==> config.mk <==
export PLATFORM = sky130hd
export DESIGN_NAME = fetch_byte_queue_flat
export DESIGN_NICKNAME = d
export VERILOG_FILES = /design/src/rtl/fetch_byte_queue_if.sv /design/src/rtl/fetch_byte_queue.sv /design/src/flat_wrapper.sv
export SDC_FILE = /design/constraint.sdc
export NUM_CORES = 1
export LEC_CHECK = 0
export ABC_CLOCK_PERIOD_IN_PS = 2800
export BUFFER_PORTS_ARGS = -buffer_cell sky130_fd_sc_hd__buf_2
export CORE_MARGIN = 10
export CORE_UTILIZATION = 35
export DETAILED_ROUTE_END_ITERATION = 8
export PLACE_DENSITY = 0.68
export SYNTH_ARGS = -nofsm -noshare
export SYNTH_HDL_FRONTEND = slang
export SYNTH_SLANG_ARGS = --single-unit
==> constraint.sdc <==
create_clock -name clk -period 2.8 [get_ports clk]
set_input_delay 0.56 -clock clk [delete_from_list [all_inputs] [get_ports clk]]
set_output_delay 0.56 -clock clk [all_outputs]
set_load 0.02 [all_outputs]
==> src/rtl/fetch_byte_queue_if.sv <==
// Fill / flush / consume handshake and rotator-facing outputs of the fetch byte queue.
// The queue binds to the slave modport; the fetch/decode side binds to the master modport.
interface fetch_byte_queue_if #(
  parameter int NUM_BYTES = 16,
  parameter int AMT_W     = $clog2(NUM_BYTES)
);
  logic                   fill_valid;
  logic [NUM_BYTES*8-1:0] fill_data;
  logic                   fill_ready;
  logic                   flush;
  logic [AMT_W-1:0]       flush_offset;
  logic                   consume_valid;
  logic [AMT_W:0]         consume_len;
  logic                   win_valid;
  logic [AMT_W+1:0]       avail_bytes;
  logic [NUM_BYTES*8-1:0] rot_data;
  logic [AMT_W-1:0]       rot_amt;

  modport master (
    output fill_valid, fill_data, flush, flush_offset, consume_valid, consume_len,
    input  fill_ready, win_valid, avail_bytes, rot_data, rot_amt
  );
  modport slave (
    input  fill_valid, fill_data, flush, flush_offset, consume_valid, consume_len,
    output fill_ready, win_valid, avail_bytes, rot_data, rot_amt
  );
endinterface

==> src/rtl/fetch_byte_queue.sv <==
// Two-line instruction byte queue feeding the 16-byte left rotator in the fetch/align path.
// Holds a head line, a next line and a byte offset into the head line.
module fetch_byte_queue #(
  parameter int NUM_BYTES = 16,
  parameter int AMT_W     = $clog2(NUM_BYTES)
) (
  input  logic                clk,
  input  logic                rst,
  fetch_byte_queue_if.slave   bus
);
  localparam int LW = NUM_BYTES * 8;

  logic [1:0][LW-1:0] line;
  logic [1:0]         v;
  logic               hd;
  logic [AMT_W-1:0]   off;

  logic               tl;
  logic               fill_fire;
  logic               cons_fire;
  logic [AMT_W:0]     sum;

  // Tail slot: the head when the queue is empty, otherwise the other slot.
  assign tl        = v[hd] ? ~hd : hd;
  assign bus.fill_ready = ~(v[0] & v[1]) & ~bus.flush;
  assign fill_fire = bus.fill_valid & bus.fill_ready;
  assign bus.win_valid  = v[hd] & ((off == '0) | v[~hd]);
  assign cons_fire = bus.consume_valid & bus.win_valid & ~bus.flush;
  assign sum       = {1'b0, off} + bus.consume_len;

  assign bus.avail_bytes = (v[hd]  ? ((AMT_W+2)'(NUM_BYTES) - (AMT_W+2)'(off)) : '0)
                         + (v[~hd] ? (AMT_W+2)'(NUM_BYTES) : '0);
  assign bus.rot_amt     = AMT_W'(NUM_BYTES) - off;

  // Bytes below the offset are already consumed in the head line, so they are
  // backfilled from the next line; rotating by -off then yields a contiguous window.
  for (genvar i = 0; i < NUM_BYTES; i++) begin : g_merge
    assign bus.rot_data[8*i +: 8] = (AMT_W'(i) >= off) ? line[hd][8*i +: 8]
                                                       : line[~hd][8*i +: 8];
  end

  always_ff @(posedge clk) begin
    if (rst) begin
      line <= '0;
      v    <= '0;
      hd   <= 1'b0;
      off  <= '0;
    end else if (bus.flush) begin
      v    <= '0;
      hd   <= 1'b0;
      off  <= bus.flush_offset;
    end else begin
      if (fill_fire) begin
        line[tl] <= bus.fill_data;
        v[tl]    <= 1'b1;
      end
      // A consume needs v[hd]=1, so tl differs from hd and the two updates never collide.
      if (cons_fire) begin
        off <= sum[AMT_W-1:0];
        if (sum[AMT_W]) begin
          v[hd] <= 1'b0;
          hd    <= ~hd;
        end
      end
    end
  end

  a_consume_len : assert property (@(posedge clk) disable iff (rst)
    bus.consume_valid |-> (bus.consume_len <= (AMT_W+1)'(NUM_BYTES)))
    else $error("consume_len %0d exceeds line width", bus.consume_len);

endmodule

==> src/flat_wrapper.sv <==
// flat-port wrapper written by rule: the top's interface ports become plain ports
module fetch_byte_queue_flat 
#(
  parameter int NUM_BYTES = 16,
  parameter int AMT_W     = $clog2(NUM_BYTES)
)
  (clk, rst, bus_fill_valid, bus_fill_data, bus_flush, bus_flush_offset, bus_consume_valid, bus_consume_len, bus_fill_ready, bus_win_valid, bus_avail_bytes, bus_rot_data, bus_rot_amt);
  fetch_byte_queue_if #(.NUM_BYTES(NUM_BYTES), .AMT_W(AMT_W)) bus_i ();
  input  logic clk;
  input  logic rst;
  input wire logic [$bits(bus_i.fill_valid)-1:0] bus_fill_valid;
  input wire logic [$bits(bus_i.fill_data)-1:0] bus_fill_data;
  input wire logic [$bits(bus_i.flush)-1:0] bus_flush;
  input wire logic [$bits(bus_i.flush_offset)-1:0] bus_flush_offset;
  input wire logic [$bits(bus_i.consume_valid)-1:0] bus_consume_valid;
  input wire logic [$bits(bus_i.consume_len)-1:0] bus_consume_len;
  output wire logic [$bits(bus_i.fill_ready)-1:0] bus_fill_ready;
  output wire logic [$bits(bus_i.win_valid)-1:0] bus_win_valid;
  output wire logic [$bits(bus_i.avail_bytes)-1:0] bus_avail_bytes;
  output wire logic [$bits(bus_i.rot_data)-1:0] bus_rot_data;
  output wire logic [$bits(bus_i.rot_amt)-1:0] bus_rot_amt;
  assign bus_i.fill_valid = bus_fill_valid;
  assign bus_i.fill_data = bus_fill_data;
  assign bus_i.flush = bus_flush;
  assign bus_i.flush_offset = bus_flush_offset;
  assign bus_i.consume_valid = bus_consume_valid;
  assign bus_i.consume_len = bus_consume_len;
  assign bus_fill_ready = bus_i.fill_ready;
  assign bus_win_valid = bus_i.win_valid;
  assign bus_avail_bytes = bus_i.avail_bytes;
  assign bus_rot_data = bus_i.rot_data;
  assign bus_rot_amt = bus_i.rot_amt;
  fetch_byte_queue #(.NUM_BYTES(NUM_BYTES), .AMT_W(AMT_W)) u_core (.clk(clk), .rst(rst), .bus(bus_i));
endmodule
==> results.yml, run 1 <==
status:
  status: "finished with violations"
  violations_in_the_final_reports: "negative setup slack"
clock_network:
  cts_sinks: 263
  cts.hold.buffers_added: 0
  tritoncts: "yes"
  cts_max_path_buffers: 3
  cts_buffers: 29
  path_clk_slew_ns: 0.06
  worstSkewPairLatency_ns: 0.56
  clock_tree.root_cell: "sky130_fd_sc_hd__clkbuf_16"
  h-tree-depth: 1
worst_setup_path:
  worstPathBufferInverterCount: 3
  timing.critical_path.to_type: "output port"
  worst-setup-path-type: "reg2out"
  max_stage_delay_ns: 0.38
  peak_fanout_along_the_critical_path: 8
  worst_reg2reg_path_endpoint: "u_core.hd"
  critical_path.cell_chain: "inv_4, ha_4, nor2b_4, a21oi_1, xnor2_2, buf_6, mux2_2, buf_2"
  timing.critical_path.from_type: "flip-flop"
  critical-path-slowest-cell: "sky130_fd_sc_hd__dfxtp_4"
  worst_ep_required_time_ns: 2.24
  critPathTopFamily: "flip-flops"
  setup.reg_to_reg.worst_slack_ns: 0.62
  worstPathArrival_ns: 2.32
  r2r-start: "u_core.off[0]"
  crit_start: "u_core.off[0]"
  r2r.worst_path.cells: 8
flow_run:
  cap_violations: 0
global_routing:
  globalRouteTotalUtil: 0.1638
  number_of_antenna_violations_at_the_first_check_in_global_routing: 8
  grt_start_max_net_pins: 165
  first_global_vias: 9732
  grt_overflow: 0
  first_pass_grt_wire_length_mm: 52.76
hold_path:
  timing.hold.worst_path_depth: 3
  hold_class: "in2reg"
  holdCritStartpoint: "bus_fill_data[15]"
  min_delay_worst_endpoint: "u_core.line[15]"
synthesis:
  synthFlopType: "sky130_fd_sc_hd__dfxtp_1"
  syn-mean-instance-area_um2: 8.201
  yosysSeqAreaShare: 0.4707
  synth.most_common_cell: "sky130_fd_sc_hd__nand2_1"
  number_of_enable_flip_flop_cells_after_synthesis: 0
  netlist_instances: 1364
  synth_nets: 1515
  async_flop_share: 0
  synth_top_area_frac: 0.4707
  netlist.top_cell.by_area: "sky130_fd_sc_hd__dfxtp_1"
  synth_top_cells_by_count: "sky130_fd_sc_hd__nand2_1, sky130_fd_sc_hd__a21oi_1, sky130_fd_sc_hd__dfxtp_1"
  ys_warn_count: 0
  post_synth_num_cell_types: 43
  synth_area_mm2: 0.01119
  synthTopCellsByArea: "sky130_fd_sc_hd__dfxtp_1, sky130_fd_sc_hd__nand2_1, sky130_fd_sc_hd__mux2_2"
  postSynthRegisterBits: 263
timing:
  setup_viol_count_final: 39
  final.setup_skew_ns: 0.02281
  final-hold-violation-count: 0
  postLayoutSetupSlackWorst_ns: -0.07964
  min_period_ns: 2.880
  final.hold.worst_slack_ns: 0.2394
  rsz_0062_raised_after_global_routing: "yes"
  fmax_mhz: 347.3
  max-slew-margin-rel: 0.4309
  maxSlewViolCount: 0
  tightest_slew_ns: 0.8536
  final_worst_path_period_share: 1.028
pwr:
  cellLeakagePower_nw: 5.995
  vdd_ir_drop_max_mv: 0.4492
  power.density_cell_area_mw_per_mm2: 594.3
drt:
  via_count: 10120
  routed_wl_mm: 34.65
  detailedRoute.firstPassIterationCount: 5
  avgViaCountPerCell: 4.949
  post-route-drc-count: 0
  avg_wl_per_cell_um: 16.95
  drt_iter0_drc: 475
  ant_nets: 0
floorplanning:
  die_w_um: 198.8
  initial_core_util: 0.3545
  floorplan.core_area_mm2: 0.03156
  floorplan.die_area_mm2: 0.03951
  ios: 282
  chipHeight_um: 198.8
  num_rows: 65
placement:
  numPortBuffers: 281
  gpl.final_weighted_congestion: 0.7849
  dp_hpwl_mm: 23.33
final_layout:
  finish.net_count: 1773
  multi_input_comb_area_mm2: 0.005733
  sequential_cell_area_mm2: 0.005284
  share_of_layout_cells_above_drive_strength_1: 0.3226
  final_util: 0.4593
  area.growth.synth_to_final_pct: 29.57
  fill_cells: 3025
==> report_power, final <==
group	leakage, nW	internal [mW]	switching, mW
logic	3.42	0.439	0.615
clock network	0.438	2.13	1.51
registers	2.14	3.85	0.0680
==> logic make-up after synthesis <==
family,synth area share
and+or+nand+nor,0.1923
AOI/OAI and AO/OA,0.1320
DFF,0.4707
muxes,0.1319
buffers and inverters,0.04340
xor gates and xnor gates,0.01902
adders and majority gates,0.01074
==> area by class of cell <==
cell class,instances,share of cell area
tap,402,0.03470
inverter,8,0.002590
antenna,3,0.0005180
clock inverter,4,0.004403
timing repair buffer,324,0.1400
sequential,263,0.3646
clock buffer,45,0.05767
multi-input combinational,996,0.3955
==> cell usage in the layout, fill, tap and decap left out, types with 4 or more instances in the layout <==
| cell | n |
|---|---|
| sky130_fd_sc_hd__mux2_2 | 94 |
| sky130_fd_sc_hd__xor2_2 | 4 |
| sky130_fd_sc_hd__ha_1 | 5 |
| sky130_fd_sc_hd__buf_4 | 31 |
| sky130_fd_sc_hd__buf_6 | 37 |
| sky130_fd_sc_hd__nor2_1 | 8 |
| sky130_fd_sc_hd__buf_2 | 249 |
| sky130_fd_sc_hd__dfxtp_4 | 5 |
| sky130_fd_sc_hd__dfxtp_1 | 258 |
| sky130_fd_sc_hd__xor2_1 | 5 |
| sky130_fd_sc_hd__nand2_1 | 515 |
| sky130_fd_sc_hd__a21oi_1 | 261 |
| sky130_fd_sc_hd__mux2_4 | 35 |
| sky130_fd_sc_hd__inv_1 | 5 |
| sky130_fd_sc_hd__clkbuf_8 | 6 |
| sky130_fd_sc_hd__buf_12 | 6 |
| sky130_fd_sc_hd__clkbuf_16 | 29 |
| sky130_fd_sc_hd__clkbuf_1 | 11 |
| sky130_fd_sc_hd__xnor2_1 | 7 |
| sky130_fd_sc_hd__nor2b_1 | 4 |
==> repair_timing <==
action                                  4_1_cts  5_1_grt
endpoints found under the setup margin      121       90
gates resized for setup                      94       53
pin swaps                                     8        7
buffers inserted                              5        6
==> layer usage <==
layer / wire length, µm / GRT usage / share of wire / vias to the layer above
met5: 58 / 0 / 0.0017 / -
met3: 2572 / 0.04191 / 0.074 / 69
met4: 1097 / 0.05962 / 0.032 / 10
li1: - / - / - / 5020
met2: 17170 / 0.2778 / 0.50 / 311
met1: 13750 / 0.1954 / 0.40 / 4710
==> metrics by stage <==
step                      setup WS [ns]  cells  total power, mW  instance area [µm²]  setup TNS [ns]
after global routing            -0.1906   2045            8.952                14490          -6.325
final                          -0.07964   2045            8.613                14490          -2.142
after global placement          0.04411   1982            4.951                12990               0
after CTS                       -0.1308   2036            8.681                14240          -4.430
after detailed placement       0.006771   1982            4.966                12990               0
after floorplan                  0.3567   1364            4.570                11190               0
==> sequential cells by signal, indices dropped and copies added, names as in the netlist <==
register / flops
u_core.hd: 1
u_core.line: 256
u_core.off: 4
u_core.v: 2
==> worst register-to-register path: stages (launching register included) <==
cell                       delay [ns]
sky130_fd_sc_hd__dfxtp_4         0.38
sky130_fd_sc_hd__buf_4           0.14
sky130_fd_sc_hd__ha_1            0.19
sky130_fd_sc_hd__inv_1           0.07
sky130_fd_sc_hd__fa_1            0.43
sky130_fd_sc_hd__nand2b_1        0.19
sky130_fd_sc_hd__a21o_1          0.21
sky130_fd_sc_hd__a221oi_1        0.29
sky130_fd_sc_hd__o311ai_1        0.15
==> how the worst max path moves through the flow <==
| stage | end | slack (ns) | depth (start not counted) |
|---|---|---|---|
| 6_report | bus_rot_data[54] | -0.08 | 8 |
| 4_1_cts | bus_rot_data[20] | -0.13 | 7 |
| 3_3_place_gp | bus_rot_data[113] | 0.04 | 8 |
| 3_5_place_dp | bus_rot_data[115] | 0.007 | 8 |
| 2_1_floorplan | bus_rot_data[16] | 0.36 | 6 |
| 5_1_grt | bus_rot_data[54] | -0.19 | 8 |
(Power assumes the default switching activity.)
==> run 2: changes to the inputs <==
--- a/config.mk
+++ b/config.mk
@@ -6,11 +6,12 @@
 export NUM_CORES = 1
 export LEC_CHECK = 0
 export ABC_CLOCK_PERIOD_IN_PS = 2800
-export BUFFER_PORTS_ARGS = -buffer_cell sky130_fd_sc_hd__buf_2
 export CORE_MARGIN = 10
 export CORE_UTILIZATION = 35
 export DETAILED_ROUTE_END_ITERATION = 8
-export PLACE_DENSITY = 0.68
+export DONT_BUFFER_PORTS = 1
+export PLACE_DENSITY = 0.6
+export SLEW_MARGIN = 25
 export SYNTH_ARGS = -nofsm -noshare
 export SYNTH_HDL_FRONTEND = slang
 export SYNTH_SLANG_ARGS = --single-unit
==> run 2 against run 1 <==
The flow now finishes without violations. Core utilization down 4.7 points. Sequential power about the same. Global-route usage down 0.37 points. Cell count down 14%. Maximum frequency up 3.1%. Clock power up 1%. First-iteration DRC count up 0.21%. Setup slack better by 0.088 ns. Critical path depth down 2. Highest routed layer is now met4. Total power down 2.7%. Sequential share of layout area up 4.1 points.
==> results.yml, run 2 (same netlist as run 1, synthesis figures left out) <==
status:
  status: "finished, final reports clean"
placement:
  dp_hpwl_mm: 22.41
  gpl.final_weighted_congestion: 0.7853
  post-place-cells: 1696
  numPortBuffers: 0
global_routing:
  first_global_vias: 8655
  first_pass_grt_wire_length_mm: 50.40
  grt_start_max_net_pins: 266
  globalRouteTotalUtil: 0.1601
  number_of_antenna_violations_at_the_first_check_in_global_routing: 3
  grt_overflow: 0
final_layout:
  commonest_cells_after_routing_fill_and_taps_aside: "sky130_fd_sc_hd__nand2_1, sky130_fd_sc_hd__a21oi_1, sky130_fd_sc_hd__dfxtp_1, sky130_fd_sc_hd__mux2_2, sky130_fd_sc_hd__mux2_4"
  share_of_layout_cells_above_drive_strength_1: 0.1815
  final_common_cell: "sky130_fd_sc_hd__nand2_1"
  top_register: "u_core.line"
  finish.net_count: 1490
  final-instance-count-excl-fill: 1766
  multi_input_comb_area_mm2: 0.005779
  area.growth.synth_to_final_pct: 16.29
  fill_cells: 3124
  reg_top3: "u_core.line (256), u_core.off (4), u_core.v (2)"
  sequential_cell_area_mm2: 0.005279
  largest_register_ffs: 256
clock_network:
  cts_sinks: 263
  cts_buffers: 29
  worstSkewPairLatency_ns: 0.56
  path_clk_slew_ns: 0.06
  clock_tree.root_cell: "sky130_fd_sc_hd__clkbuf_16"
  h-tree-depth: 1
  cts_max_path_buffers: 3
  cts.hold.buffers_added: 0
  tritoncts: "yes"
flow_run:
  cap_violations: 0
floorplanning:
  die_w_um: 198.8
  floorplan.core_area_mm2: 0.03156
  initial_core_util: 0.3545
  floorplan.die_area_mm2: 0.03951
  ios: 282
  num_rows: 65
  chipHeight_um: 198.8
timing:
  maxSlewViolCount: 0
  setup_viol_count_final: 0
  max-slew-margin-rel: 0.5637
  final.hold.worst_slack_ns: 0.07531
  final-hold-violation-count: 0
  rsz_0062_raised_after_global_routing: "yes"
  tightest_slew_ns: 0.6545
  fmax_mhz: 358.2
  min_period_ns: 2.792
  final.setup_skew_ns: 0.01867
  final_worst_path_period_share: 0.9971
worst_setup_path:
  worst_ep_required_time_ns: 2.24
  r2r.worst_path.cells: 8
  worst-setup-path-type: "reg2out"
  r2r-start: "u_core.off[0]"
  worstPathArrival_ns: 2.23
  timing.critical_path.from_type: "flip-flop"
  peak_fanout_along_the_critical_path: 8
  setup.reg_to_reg.worst_slack_ns: 0.60
  timing.critical_path.to_type: "output port"
  worst_reg2reg_path_endpoint: "u_core.hd"
drt:
  drt_iter0_drc: 476
  post-route-drc-count: 0
  detailedRoute.firstPassIterationCount: 5
  routed_wl_mm: 33.58
  via_count: 9054
  ant_nets: 0
  avgViaCountPerCell: 5.127
  avg_wl_per_cell_um: 19.02
hold_path:
  min_delay_worst_endpoint: "u_core.line[0]"
  hold_class: "in2reg"
  timing.hold.worst_path_depth: 1
  holdCritStartpoint: "rst"
pwr:
  vdd_ir_drop_max_mv: 0.4794
  power.density_cell_area_mw_per_mm2: 644.1
  cellLeakagePower_nw: 4.750
-- run 2: critical path, stage by stage, from the launching register on --
cell and delay (ns):
sky130_fd_sc_hd__dfxtp_4 0.36, sky130_fd_sc_hd__ha_1 0.18, sky130_fd_sc_hd__nor2b_4 0.14, sky130_fd_sc_hd__a21oi_2 0.25
sky130_fd_sc_hd__xnor2_4 0.16, sky130_fd_sc_hd__buf_12 0.16, sky130_fd_sc_hd__mux2_2 0.41
-- run 2: final cells by class --
class,count,area share
clock buffers,45,0.06810
repair buffers,41,0.03665
flip-flops and latches,263,0.4058
well taps,402,0.03867
inverters,8,0.002309
clock inverters,8,0.003559
diodes,3,0.0005771
multi-input cells,996,0.4443
-- run 2: repair_timing --
action / in CTS / in global routing
pin swaps: 7 / 3
resized for setup: 52 / 34
buffers inserted: 6 / 8
endpoints found under the setup margin: 113 / 87
-- run 2: worst max path at each step --
stage,startpoint,endpoint,slack [ns],cells past startpoint
after global placement,u_core.off[0],bus_rot_data[55],0.17,6
final,u_core.off[1],bus_rot_data[54],0.008,6
after global routing,u_core.off[2],bus_rot_data[27],-0.08,3
after CTS,u_core.off[1],bus_rot_data[35],-0.06,7
after detailed placement,u_core.off[0],bus_rot_data[54],0.10,6
after floorplan,u_core.off[0],bus_rot_data[16],0.36,6
-- run 2: per-layer routing --
layer	GRT usage	vias up	share of wire
li1	-	4454	-
met1	0.1837	4290	0.39
met2	0.2661	252	0.49
met3	0.05762	58	0.090
met4	0.06301	0	0.035
met5	0	-	0
-- run 2: where the power goes --
part	switching, mW	total, mW	internal, mW
clock network	1.53	3.68	2.16
registers	0.0669	3.92	3.85
logic	0.467	0.774	0.307
total	2.06	8.38	6.32
-- run 2: metrics by stage --
stage | util | cell area (µm²) | total power, mW | setup TNS, ns | worst slack [ns]
CTS | 0.4059 | 12810 | 8.460 | -0.8563 | -0.06473
global route | 0.4122 | 13010 | 8.709 | -3.203 | -0.08422
floorplan | - | 11190 | 4.570 | 0 | 0.3567
global placement | 0.3659 | 11540 | 4.685 | 0 | 0.1669
detailed placement | 0.3659 | 11540 | 4.698 | 0 | 0.1029
finish | 0.4122 | 13010 | 8.378 | 0 | 0.008132
==> run 3: changes to the inputs <==
--- a/config.mk
+++ b/config.mk
@@ -5,12 +5,13 @@
 export SDC_FILE = /design/constraint.sdc
 export NUM_CORES = 1
 export LEC_CHECK = 0
+export ABC_AREA = 1
 export ABC_CLOCK_PERIOD_IN_PS = 2800
 export CORE_MARGIN = 10
 export CORE_UTILIZATION = 35
 export DETAILED_ROUTE_END_ITERATION = 8
 export DONT_BUFFER_PORTS = 1
-export PLACE_DENSITY = 0.6
+export PLACE_DENSITY = 0.53
 export SLEW_MARGIN = 25
 export SYNTH_ARGS = -nofsm -noshare
 export SYNTH_HDL_FRONTEND = slang
==> run 3 against run 2 <==
Non-clock buffer count is 117 higher. Combinational power grew 54%. Register-to-register slack improved by 0.10 ns. Via count grew 10%. Global-route usage rose by 0.50 points. Worst hold slack got worse by 0.0090 ns. Wire length up 3.1%. Clock power is 9.8% higher. Largest power group is now clock.
==> results.yml, run 3 <==
final_layout:
  finish.net_count: 1779
  commonest_cells_after_routing_fill_and_taps_aside: "sky130_fd_sc_hd__nor2_1, sky130_fd_sc_hd__o21ai_0, sky130_fd_sc_hd__dfxtp_1, sky130_fd_sc_hd__nand2_1, sky130_fd_sc_hd__buf_4"
  reg_top3: "u_core.line (256), u_core.off (4), u_core.v (2)"
  final_common_cell: "sky130_fd_sc_hd__nor2_1"
  area.growth.synth_to_final_pct: 23.00
  antenna-diode-count: 0
  final-instance-count-excl-fill: 2053
  final_util: 0.4369
  finish.instance_area_mm2: 0.01382
  top_register: "u_core.line"
  largest_register_ffs: 256
  share_of_layout_cells_above_drive_strength_1: 0.1660
clock_network:
  cts.hold.buffers_added: 0
  cts_buffers: 30
  tritoncts: "yes"
  cts_max_path_buffers: 3
  cts_sinks: 263
  h-tree-depth: 1
  path_clk_slew_ns: 0.06
  clock_tree.root_cell: "sky130_fd_sc_hd__clkbuf_16"
  worstSkewPairLatency_ns: 0.55
pwr:
  cellLeakagePower_nw: 5.700
  total_power_mw: 9.209
  vdd_ir_drop_max_mv: 0.4801
  power.density_cell_area_mw_per_mm2: 666.2
drt:
  drt_iter0_drc: 532
  avg_wl_per_cell_um: 16.87
  ant_nets: 0
  via_count: 9971
  detailedRoute.firstPassIterationCount: 5
  post-route-drc-count: 0
  avgViaCountPerCell: 4.857
  routed_wl_mm: 34.63
timing:
  final.setup_skew_ns: 0.008114
  setup_viol_count_final: 0
  tightest_slew_ns: 0.6447
  rsz_0062_raised_after_global_routing: "yes"
  final.hold.worst_slack_ns: 0.06631
  max-slew-margin-rel: 0.5702
  timing.setup.tns_ns: 0
  maxSlewViolCount: 0
  final_worst_path_period_share: 0.9884
  fmax_mhz: 361.3
  min_period_ns: 2.768
  postLayoutSetupSlackWorst_ns: 0.03248
  final-hold-violation-count: 0
hold_path:
  hold_class: "in2reg"
  holdCritStartpoint: "rst"
  min_delay_worst_endpoint: "u_core.off[2]"
  timing.hold.worst_path_depth: 1
synthesis:
  synth_top_area_frac: 0.4685
  number_of_enable_flip_flop_cells_after_synthesis: 0
  ys_warn_count: 0
  syn-mean-instance-area_um2: 7.283
  synth_area_mm2: 0.01124
  yosysSeqAreaShare: 0.4685
  post_synth_num_cell_types: 27
  synth_top_cells_by_count: "sky130_fd_sc_hd__nor2_1, sky130_fd_sc_hd__o21ai_0, sky130_fd_sc_hd__dfxtp_1"
  synth_nets: 1694
  synthTopCellsByArea: "sky130_fd_sc_hd__dfxtp_1, sky130_fd_sc_hd__o21ai_0, sky130_fd_sc_hd__nor2_1"
  postSynthRegisterBits: 263
  synth.most_common_cell: "sky130_fd_sc_hd__nor2_1"
  netlist_instances: 1543
  synthFlopType: "sky130_fd_sc_hd__dfxtp_1"
  netlist.top_cell.by_area: "sky130_fd_sc_hd__dfxtp_1"
  async_flop_share: 0
worst_setup_path:
  critical_path.cell_chain: "inv_2, ha_2, inv_2, nand2_4, buf_4, o21ai_4, xor2_2, buf_6, nand2_1, o21ai_0, buf_4"
  timing.critical_path.from_type: "flip-flop"
  r2r.worst_path.cells: 7
  worstPathArrival_ns: 2.21
  r2r-start: "u_core.hd"
  worst_ep_required_time_ns: 2.24
  worstPathBufferInverterCount: 5
  crit_start: "u_core.off[0]"
  timing.critical_path.to_type: "output port"
  worst-setup-path-type: "reg2out"
  setup.reg_to_reg.worst_slack_ns: 0.70
  critical-path-slowest-cell: "sky130_fd_sc_hd__dfxtp_2"
  critPathTopFamily: "buffers and inverters"
  peak_fanout_along_the_critical_path: 16
  worst_reg2reg_path_endpoint: "u_core.line[32]"
  max_stage_delay_ns: 0.34
global_routing:
  first_global_vias: 9084
  globalRouteTotalUtil: 0.1651
  grt_overflow: 0
  first_pass_grt_wire_length_mm: 52.54
  grt_start_max_net_pins: 144
  number_of_antenna_violations_at_the_first_check_in_global_routing: 1
floorplanning:
  floorplan.die_area_mm2: 0.03968
  die_w_um: 199.2
  num_rows: 65
  chipHeight_um: 199.2
  initial_core_util: 0.3552
  ios: 282
  floorplan.core_area_mm2: 0.03164
placement:
  place_area_mm2: 0.01231
  gpl.final_weighted_congestion: 0.7890
  numPortBuffers: 0
  dp_hpwl_mm: 23.26
  dp_worst_setup_slack_ns: 0.4264
  post-place-cells: 1984
status:
  status: "finished, final reports clean"
flow_run:
  cap_violations: 0
## run 3: cell types whose count changed in the layout (fill, tap and decap cells not counted), sizes merged, moves of 121 or more
cell	change
nor2	+320
nand2	-328
mux2	-121
inv	+122
a21oi	-151
o21ai	+365
## run 3: repair_timing
action                     CTS  global route
setup buffers                4             6
setup endpoints to repair   71            85
gates resized for setup     47            62
cloned                       2             2
pin swaps                    4             5
## run 3: worst reg2reg max path: stages, from the launching register on
cell                      delay (ns)
sky130_fd_sc_hd__dfxtp_1        0.42
sky130_fd_sc_hd__buf_12         0.16
sky130_fd_sc_hd__nand2_1        0.08
sky130_fd_sc_hd__o21ai_2        0.12
sky130_fd_sc_hd__nand3_4        0.36
sky130_fd_sc_hd__buf_12         0.38
sky130_fd_sc_hd__o21ai_0        0.39
sky130_fd_sc_hd__a21oi_1        0.06
## run 3: layout make-up
class                   count  area (µm²)
fillers                  3256       17810
multi-input cells        1043        5087
well taps                 402       503.0
flip-flops and latches    263        5273
clock inverters            10       106.4
repair buffers            158        1414
clock buffers              45       928.4
inverters                 132       511.7
## run 3: how the worst max path moves through the flow
stage                        end  slack, ns  depth (start not counted)
3_3_place_gp   bus_rot_data[102]       0.44                          8
6_report        bus_rot_data[84]       0.03                         11
4_1_cts         bus_rot_data[54]     -0.008                         10
2_1_floorplan   bus_rot_data[80]       0.47                          8
3_5_place_dp    bus_rot_data[70]       0.43                          9
5_1_grt         bus_rot_data[83]      -0.14                         11
## run 3: where the power goes
group          leakage [nW]  internal, mW  switching, mW  total, mW
Clock                 0.515          2.46           1.58       4.04
Sequential             2.15          3.91         0.0706       3.98
Combinational          3.04         0.435          0.755       1.19
Total                  5.70          6.80           2.41       9.21
## run 3: kinds of logic after synthesis
logic type	synth area share
mux	0.008016
simple gates	0.1810
flops	0.4685
buf+inv	0.09886
fa+ha+maj	0.01069
compound gates	0.2164
xor+xnor	0.01648
## run 3: routing by layer
metal,share of wire,GRT usage,wire length (µm),up-vias
li1,-,-,-,5122
met1,0.43,0.2091,14770,4550
met2,0.45,0.2569,15540,262
met3,0.10,0.06543,3607,37
met4,0.021,0.03928,710,0
met5,0,0,0,-
